**config.mk**
```make
export PLATFORM = sky130hd
export DESIGN_NAME = frame_sequencer
export DESIGN_NICKNAME = d
export VERILOG_FILES = /design/src/rtl/frame_sequencer.sv
export SDC_FILE = /design/constraint.sdc
export NUM_CORES = 1
export LEC_CHECK = 0
export ABC_CLOCK_PERIOD_IN_PS = 5100
export CORE_ASPECT_RATIO = 0.9
export CORE_MARGIN = 5
export CORE_UTILIZATION = 30
export CTS_CLUSTER_SIZE = 40
export DETAILED_ROUTE_END_ITERATION = 12
export HOLD_SLACK_MARGIN = 0.03
export MAX_ROUTING_LAYER = met4
export SYNTH_ARGS = -nofsm -noshare
export SYNTH_HDL_FRONTEND = slang
export SYNTH_SLANG_ARGS = --single-unit
```
**constraint.sdc**
```tcl
create_clock -name clock -period 5.1 [get_ports clock]
set_input_delay 0.51 -clock clock [delete_from_list [all_inputs] [get_ports clock]]
set_output_delay 0.51 -clock clock [all_outputs]
set_load 0.02 [all_outputs]
```
**src/rtl/frame_sequencer.sv**
```systemverilog
// Frame controller for the sprite pipeline: clears the back buffer, gates the
// sprite draw phase, and swaps front/back buffers on vsync once drawing settles.
module frame_sequencer #(
    parameter int FB_PIXELS     = 307200,
    parameter int SETTLE_CYCLES = 2
) (
    input  logic        clock,
    input  logic        reset,
    input  logic        frame_start,
    input  logic        frame_end,
    input  logic [3:0]  clear_color,
    input  logic        vsync,
    input  logic        sprite_queue_is_empty,
    input  logic        sprite0_busy,
    input  logic        sprite1_busy,
    output logic        fb_resetting,
    output logic [18:0] clr_wr1_addr,
    output logic [18:0] clr_wr2_addr,
    output logic [3:0]  clr_data,
    output logic        clr_en,
    output logic        draw_enable,
    output logic        fb_select,
    output logic        frame_done,
    output logic        busy
);

    localparam int          IDLE_W   = $clog2(SETTLE_CYCLES + 1);
    localparam logic [18:0] LAST_ODD = 19'(FB_PIXELS - 1);
    localparam logic [IDLE_W-1:0] SETTLE = IDLE_W'(SETTLE_CYCLES);

    typedef enum logic [1:0] {
        IDLE,
        CLEAR,
        DRAW,
        WAIT_VSYNC
    } state_t;

    state_t            state, state_next;
    logic [17:0]       k, k_next;
    logic              submitted, submitted_next;
    logic [IDLE_W-1:0] idle_cnt, idle_cnt_next;
    logic [3:0]        clr_data_next;
    logic              fb_select_next;
    logic              frame_done_next;
    logic              all_idle;
    logic [18:0]       odd_addr;

    assign all_idle = submitted && sprite_queue_is_empty && !sprite0_busy && !sprite1_busy;
    assign odd_addr = {k, 1'b1};

    // NOTE: every signal gets a default before the case so no path leaves it
    // unassigned; a missing default here would infer a latch.
    always_comb begin
        state_next      = state;
        k_next          = k;
        submitted_next  = submitted;
        idle_cnt_next   = idle_cnt;
        clr_data_next   = clr_data;
        fb_select_next  = fb_select;
        frame_done_next = 1'b0;

        case (state)
            IDLE: begin
                if (frame_start) begin
                    clr_data_next  = clear_color;
                    k_next         = '0;
                    submitted_next = 1'b0;
                    idle_cnt_next  = '0;
                    state_next     = CLEAR;
                end
            end
            CLEAR: begin
                if (frame_end) submitted_next = 1'b1;
                if (odd_addr == LAST_ODD) begin
                    k_next     = '0;
                    state_next = DRAW;
                end else begin
                    k_next = k + 18'd1;
                end
            end
            DRAW: begin
                if (frame_end) submitted_next = 1'b1;
                if (all_idle) begin
                    idle_cnt_next = idle_cnt + 1'b1;
                    if (idle_cnt_next == SETTLE) begin
                        idle_cnt_next = '0;
                        state_next    = WAIT_VSYNC;
                    end
                end else begin
                    idle_cnt_next = '0;
                end
            end
            WAIT_VSYNC: begin
                if (vsync) begin
                    fb_select_next  = !fb_select;
                    frame_done_next = 1'b1;
                    state_next      = IDLE;
                end
            end
            default: state_next = IDLE;
        endcase
    end

    // Outputs are registered from the next-state decode so they line up with
    // the state they describe.
    // NOTE: sequential state uses non-blocking assignments so every flop
    // samples pre-edge values regardless of statement order.
    always_ff @(posedge clock) begin
        if (reset) begin
            state        <= IDLE;
            k            <= '0;
            submitted    <= 1'b0;
            idle_cnt     <= '0;
            clr_data     <= '0;
            fb_select    <= 1'b0;
            frame_done   <= 1'b0;
            fb_resetting <= 1'b0;
            clr_en       <= 1'b0;
            clr_wr1_addr <= '0;
            clr_wr2_addr <= '0;
            draw_enable  <= 1'b0;
            busy         <= 1'b0;
        end else begin
            state        <= state_next;
            k            <= k_next;
            submitted    <= submitted_next;
            idle_cnt     <= idle_cnt_next;
            clr_data     <= clr_data_next;
            fb_select    <= fb_select_next;
            frame_done   <= frame_done_next;
            fb_resetting <= (state_next == CLEAR);
            clr_en       <= (state_next == CLEAR);
            clr_wr1_addr <= (state_next == CLEAR) ? {k_next, 1'b0} : 19'd0;
            clr_wr2_addr <= (state_next == CLEAR) ? {k_next, 1'b1} : 19'd0;
            draw_enable  <= (state_next == DRAW);
            busy         <= (state_next != IDLE);
        end
    end

endmodule
```
After elaboration in Yosys (flattened, before gate mapping) --
Cells that the tools add are included.
Word-level totals: register bits after elaboration 52, output and inout bits 48, word-level logic and storage cells 61, input bits 12
Cells by class: eq/ne operators 9, bitwise logic cells 2, mux-type cells 18, add/sub/neg operators 2, reduce and logical (&&, ||, !) cells 17
Operators by type and width (number):
- $mux 18 | 2
- $pmux 18 s2 | 1
- $add 18x1->18 const B | 1
- $eq 18x18->1 const B | 1
- $mux 2 | 8
- $eq 2x2->1 const B | 4
- $pmux 2 s4 | 1
- $reduce_and 2->1 | 3
- $reduce_bool 2->1 | 3
- $reduce_or 2->1 | 3
- $eq 2x1->1 const B | 2
- $mux 1 | 4
- $pmux 2 s2 | 1
- $logic_and 1x1->1 | 3
- $logic_not 1->1 | 3
- $reduce_and 3->1 | 1
- $add 2x1->2 const B | 1
- $logic_not 2->1 | 1
- $ne 2x1->1 const B | 1
- $ne 2x2->1 const B | 1
- $not 1->1 | 2
- $pmux 1 s2 | 1

Logic depth before layout (Yosys ltp) --
Gate-level depths: netlist of the first run.
word-level depth 8, depth in mapped cells 9, gate-level depth less buffers 7

Least setup slack after synthesis of the first run --
OpenSTA, ideal clock, no wires.
path type reg-to-reg, start reg k[0], end reg clr_wr2_addr[17], cell stages (with the launch flop) 7, arrival 2.019 ns, clock period less this slack 2.092 ns, path slack 3.008 ns, path buffers 0, cell sequence dfxtp_1 ha_1 inv_1 or4_4 or4_1 and3_4 nor3_2
On the way: cells in the longest elaborated chain, start to end 6, elaborated cells on any way between the ends 9, classes of those cells 1 x add/sub; 2 x eq/ne; 4 x mux; 1 x bitwise; 1 x reduce/logical
RTL lines:
- start: declaration | RTL line 39 | logic [17:0] k, k_next;
- start signal: assignment | RTL line 125 | k <= k_next;
- parallel branches: the longest is 6 deep, another holds $add 18x1->18
- end signal: assignment | RTL line 134 | clr_wr2_addr <= (state_next == CLEAR) ? {k_next, 1'b1} : 19'd0;
- end: declaration | RTL line 18 | output logic [18:0] clr_wr2_addr,
Several ways; the timed one is not identified. A chain may end at the register's enable or synchronous reset.

Final worst setup path of the first run --
start reg state[1], end reg clr_wr2_addr[12]
On the way: cells in the longest elaborated chain, start to end 6, elaborated cells on any way between the ends 14, classes of those cells 4 x eq/ne; 7 x mux; 1 x bitwise; 2 x reduce/logical
RTL lines:
- start: declaration | RTL line 38 | state_t state, state_next;
- start signal: assignment | RTL line 124 | state <= state_next;
- $mux 2 | RTL line 85 | if (idle_cnt_next == SETTLE) begin
- $mux 2 | RTL line 83 | if (all_idle) begin
- $pmux 2 s4 | RTL line 62 | case (state)
- $eq 2x1->1 | RTL line 134
- $not 1->1 (no line)
- $reduce_or 2->1 (no line)
Parallel ways exist; a longest one is shown, timed or not.

==> results.sh, run 1 <==
export IMPL_core_area_um2=7620
export IMPL_routabilityCongestion=0.786
export IMPL_period_minus_slack_ns=2.70
export IMPL_timing_rr_end="clr_wr2_addr[12]"
export IMPL_worstHoldPathCells=2
export IMPL_fin_hold_ws_ns=0.463
export IMPL_ctsResizeCount=0
export IMPL_tns_ns=0
export IMPL_worst_slew_pin_slew_ns=1.00
export IMPL_vias=1975
export IMPL_dpl_cell_count=389
export IMPL_synth_seq_cells=50
export IMPL_rr_worst_depth=6
export IMPL_cts_buffers=5
export IMPL_rsz0062_at_grt="no"
export IMPL_holdCritStartpoint="clr_data[3]"
export IMPL_r2r_slack_ns=2.40
export IMPL_endpoint_kind="register"
export IMPL_drc_errors=0
export IMPL_required_ns=5.31
export IMPL_syn_inst=268
export IMPL_cp_max_fo=17
export IMPL_final_cells=396
export IMPL_overflow=0
export IMPL_synth_top_area_share_pct=42.2
export IMPL_fmax_mhz=370
export IMPL_syn_nets=286
export IMPL_clock_latency_ns=0.30
export IMPL_area_growth_pct=23.0
export IMPL_drt_wirelength_per_cell_um=13.4
export IMPL_final_nets=318
export IMPL_arrival_ns=2.91
export IMPL_p_per_area_nw_per_um2=238
export IMPL_synthTopCellsByArea="dfxtp_1, buf_4, nor3_1"
export IMPL_yosysWarnings=0
export IMPL_io_pins=60
export IMPL_die_h_um=94.3
export IMPL_synth_area_um2=2370
export IMPL_place_area_um2=2840
export IMPL_drive_gt1_share_pct=7.00
export IMPL_cts_tree="done"
export IMPL_synth_top_cell_by_area="dfxtp_1"
export IMPL_hold_class="reg -> reg"
export IMPL_slew_headroom_pct=33.1
export IMPL_fp_dieW_um=104
export IMPL_finalSetupViolCount=0
export IMPL_portBuffers=58
export IMPL_drv_cap=0
export IMPL_cts_hold_buf=0
export IMPL_nFillCells=768
export IMPL_die_area_um2=9780
export IMPL_skew_ns=0.00670
export IMPL_pre_cts_ws_ns=2.42
export IMPL_grt_max_degree=29
export IMPL_postCtsSetupBuffers=0
export IMPL_synth_edf_count=0
export IMPL_ant_nets=0
export IMPL_leakage_nw=1.02
export IMPL_ys_types=50
export IMPL_status="finished clean"
export IMPL_wirelength_mm=5.30
export IMPL_htreeDepth=2
export IMPL_hold_viol=0
export IMPL_cts_root_buffer="clkbuf_8"
export IMPL_worst_slack_ns=2.40
export IMPL_hpwl_mm=3.75
export IMPL_startpoint_type="register"
export IMPL_start_util_pct=31.1
export IMPL_synth_area_per_cell_um2=8.84
export IMPL_worstSetupPathType="reg -> reg"
export IMPL_grt_usage_pct=11.5
export IMPL_stdcell_area_um2=2910
export IMPL_grt_pass1_vias=1984
export IMPL_utilization_pct=38.2
export IMPL_core_rowCount=30
export IMPL_finalCritPeriodShare_pct=53.0
export IMPL_ir_drop_mv=0.124
export IMPL_seq_area_frac_synth_pct=42.2
export IMPL_finalPower_mw=0.692
export IMPL_grt_pass1_wl_mm=9.13
export IMPL_synth_ff_type="dfxtp_1"
export IMPL_slew_violations=0
export IMPL_clock_path_buffers=2
export IMPL_antenna_found_initial=0
export IMPL_dr_pass1_iters=4
export IMPL_clkSinkCount=50
export IMPL_holdPathEnd="clr_data[3]"
export IMPL_r2r_start="state[1]"
export IMPL_synthArstFlopShare_pct=0
export IMPL_antenna_cells=0
export IMPL_clk_pin_slew_ns=0.09
export IMPL_routed_via_density=4.99
export IMPL_drtIter0Drc=78
[cells in the final DEF, fill, tap and decap left out, types with 6 or more instances in the layout]
| master | count |
|---|---|
| a21oi_1 | 18 |
| dfxtp_1 | 50 |
| nor3_1 | 21 |
| inv_1 | 8 |
| clkdlybuf4s50_1 | 58 |
| ha_1 | 6 |
| nand2_1 | 25 |
| nor2_1 | 24 |
[cell usage after synthesis (2+ instances only)]
master	instances
and2_1	3
and4_2	2
and3_1	2
nand3_1	5
o211ai_1	2
o41ai_1	5
mux2i_1	3
nor2_1	24
buf_4	21
a22oi_1	5
ha_1	6
nor4_1	4
nor3_1	21
dfxtp_1	50
a221oi_1	2
or2_2	2
nor2b_1	3
xor2_1	2
inv_1	8
nand2_1	25
nand4_1	4
a21oi_1	18
xnor2_1	2
nand2b_1	2
a211oi_1	5
nor4b_1	3
clkbuf_1	9
nand4b_1	2
a31oi_1	5
clkbuf_8	3
[state kept, by name, indices dropped and copies added (netlist names), 2 cells and up]
name	cells
clr_wr2_addr	19
clr_data	4
state	2
idle_cnt	2
k	18
[kinds of logic (layout without fill, tap and decap cells)]
kind of cell | after synthesis | after routing | share of synthesized area [%]
AO/OA/AOI/OAI | 50 | 50 | 14.2
XOR/XNOR | 4 | 4 | 1.48
adder cells (fa/ha/maj) | 6 | 6 | 3.17
buffers and inverters | 43 | 75 | 11.7
flip-flops | 50 | 50 | 42.2
multiplexers | 3 | 3 | 1.27
other | 1 | 1 | 0.158
AND/OR/NAND/NOR | 111 | 111 | 25.8
[final cells by class]
class                   count  area, um2  share of cell area [%]
repair buffers             60        596                    20.4
flip-flops and latches     50       1000                    34.3
inverters                   8       30.0                    1.03
multi-input cells         175       1090                    37.4
well taps                  96        120                    4.12
clock buffers               7       76.3                    2.62
[where the power goes]
group          internal (mW)  total [mW]  switching [mW]  leakage [nW]
logic                 0.0287      0.0736          0.0449         0.580
clock network         0.0948       0.218           0.123        0.0383
registers              0.396       0.401         0.00470         0.404
total                  0.520       0.692           0.173          1.02
[per-layer routing]
metal / wire length (um) / part of all wire (%) / GRT usage [%] / up-vias
li1: - / - / - / 998
met1: 2650 / 50 / 14.4 / 912
met2: 2320 / 44 / 18.2 / 55
met3: 261 / 4.9 / 3.23 / 10
met4: 61 / 1.2 / 3.13 / 0
met5: 0 / 0 / - / -
[critical path, cell delays in order (launching register included)]
cell and delay (ns):
dfxtp_1 0.36, inv_1 0.11, ha_1 0.52, inv_1 0.28, a21oi_1 0.83, a211oi_1 0.21, nor4_1 0.29
[how the worst max path moves through the flow]
stage	to	startpoint	depth (start not counted)
final	clr_wr2_addr[12]	state[1]	6
after global routing	clr_wr2_addr[8]	state[1]	6
after CTS	clr_wr2_addr[12]	state[1]	6
after detailed placement	clr_wr2_addr[8]	state[1]	6
after global placement	clr_wr2_addr[16]	state[1]	6
after floorplan	clr_wr2_addr[17]	k[0]	6
No activity file was read; power rests on OpenSTA's default activity.
==> run 2: changes to the inputs <==
Settings changed: ABC_CLOCK_PERIOD_IN_PS 5100 to 2500.
Clock period 5.1 ns to 2.5 ns, I/O delays scaled along.
==> results.sh, run 2 (synthesis results as in run 1) <==
export IMPL_status="finished clean"
export IMPL_finalCritPeriodShare_pct=91.6
export IMPL_holdCritStartpoint="clr_data[1]"
export IMPL_cpPeakStageDelay_ns=0.56
export IMPL_grt_usage_pct=11.9
export IMPL_worst_slack_ns=0.211
export IMPL_skew_ns=0.00815
export IMPL_io_pins=60
export IMPL_tns_ns=0
export IMPL_clk_pin_slew_ns=0.09
export IMPL_utilization_pct=38.8
export IMPL_core_area_um2=7620
export IMPL_dr_pass1_iters=4
export IMPL_slew_headroom_pct=52.2
export IMPL_antenna_cells=0
export IMPL_required_ns=2.73
export IMPL_ir_drop_mv=0.169
export IMPL_p_clk_share_pct=32.9
export IMPL_r2r_start="k[0]"
export IMPL_cp_max_fo=7
export IMPL_cts_tree="done"
export IMPL_core_rowCount=30
export IMPL_finalSetupViolCount=0
export IMPL_ctsResizeCount=0
export IMPL_htreeDepth=2
export IMPL_hold_class="reg -> reg"
export IMPL_fp_dieW_um=104
export IMPL_drive_gt1_share_pct=8.85
export IMPL_switching_share_pct=24.8
export IMPL_grt_max_degree=28
export IMPL_drt_wirelength_per_cell_um=13.7
export IMPL_p_per_area_nw_per_um2=493
export IMPL_clock_latency_ns=0.30
export IMPL_drtIter0Drc=105
export IMPL_die_h_um=94.3
export IMPL_ant_nets=0
export IMPL_largest_register_ffs=19
export IMPL_hpwl_mm=3.82
export IMPL_arrival_ns=2.52
export IMPL_final_cells=401
export IMPL_clkSinkCount=50
export IMPL_routabilityCongestion=0.875
export IMPL_nFillCells=801
export IMPL_grt_pass1_wl_mm=9.29
export IMPL_final_cell_mix="clkdlybuf4s50_1, dfxtp_1, nand2_1"
export IMPL_cp_cell_sequence="ha_1, inv_1, or4_4, or4_1, and3_4, nor3_2"
export IMPL_switchingPower_mw=0.362
export IMPL_cts_buffers=5
export IMPL_final_seq_area_um2=1000
export IMPL_multiInputGateArea_um2=1090
export IMPL_drc_errors=0
export IMPL_reg_top3="clr_wr2_addr x19, k x18, clr_data x4"
export IMPL_cts_root_buffer="clkbuf_8"
export IMPL_pre_cts_ws_ns=0.242
export IMPL_overflow=0
export IMPL_final_nets=322
export IMPL_stdcell_area_um2=2960
export IMPL_worstSetupPathType="reg -> reg"
export IMPL_wirelength_mm=5.50
export IMPL_startpoint_type="register"
export IMPL_die_area_um2=9780
export IMPL_dpl_cell_count=393
export IMPL_place_area_um2=2870
export IMPL_p_comb_share_pct=11.0
export IMPL_slew_violations=0
export IMPL_area_growth_pct=24.9
export IMPL_postCtsSetupBuffers=0
export IMPL_clock_path_buffers=2
export IMPL_regMostFlops="clr_wr2_addr"
export IMPL_intPower_mw=1.10
export IMPL_finalPower_mw=1.46
export IMPL_cts_hold_buf=0
export IMPL_cp_startpoint="k[0]"
export IMPL_leakage_nw=1.05
export IMPL_worst_slew_pin_slew_ns=0.710
export IMPL_fmax_mhz=437
export IMPL_period_minus_slack_ns=2.29
export IMPL_hold_viol=0
export IMPL_fin_hold_ws_ns=0.463
export IMPL_rsz0062_at_grt="no"
export IMPL_routed_via_density=5.00
export IMPL_sequentialPowerShare_pct=56.1
export IMPL_vias=2003
export IMPL_start_util_pct=31.1
export IMPL_grt_pass1_vias=1980
export IMPL_slowest_stage="or4_4"
export IMPL_portBuffers=58
export IMPL_endpoint_kind="register"
export IMPL_antenna_found_initial=0
export IMPL_mostFrequentLayoutCell="clkdlybuf4s50_1"
export IMPL_drv_cap=0
==> run 2: changes by cell type in the layout (fill, tap and decap cells not counted) <==
cell,before,now
clkinv_2,0,1
clkbuf_1,2,1
clkbuf_8,5,6
buf_4,2,6
==> run 2: area by class of cell <==
class	count	area share [%]
clock inverters	1	0.169
multi-input cells	175	36.9
well taps	96	4.06
repair buffers	64	21.1
inverters	8	1.01
flip-flops and latches	50	33.8
clock buffers	7	2.92
==> run 2: power groups by stage <==
stage	clock (mW)	combinational, mW	sequential [mW]
3_3_place_gp	0	0.159	0.836
5_1_grt	0.530	0.176	0.820
3_5_place_dp	0	0.161	0.837
6_report	0.481	0.161	0.818
2_1_floorplan	0	0.0916	0.845
4_1_cts	0.499	0.162	0.818
==> run 2: layer usage <==
layer / wire length (um) / GRT usage (%) / up-vias
met1: 2760 / 15.3 / 933
met3: 322 / 3.23 / 5
met5: 0 / - / -
met4: 72 / 4.21 / 0
met2: 2340 / 17.9 / 60
li1: - / - / 1005
==> run 2: final timing paths <==
path	end	slack, ns	cells past startpoint
worst min-delay path	clr_data[1]	0.46	2
worst min register to register	clr_data[1]	0.46	2
worst max-delay path	clr_wr2_addr[17]	0.21	6
worst max register to register	clr_wr2_addr[17]	0.21	6
==> run 2: worst max-delay path: cells and delay by family (launching register included) <==
family / cells / cell delay, ns
simple gates: 4 / 1.38
buf+inv: 1 / 0.07
fa+ha+maj: 1 / 0.35
flops: 1 / 0.42
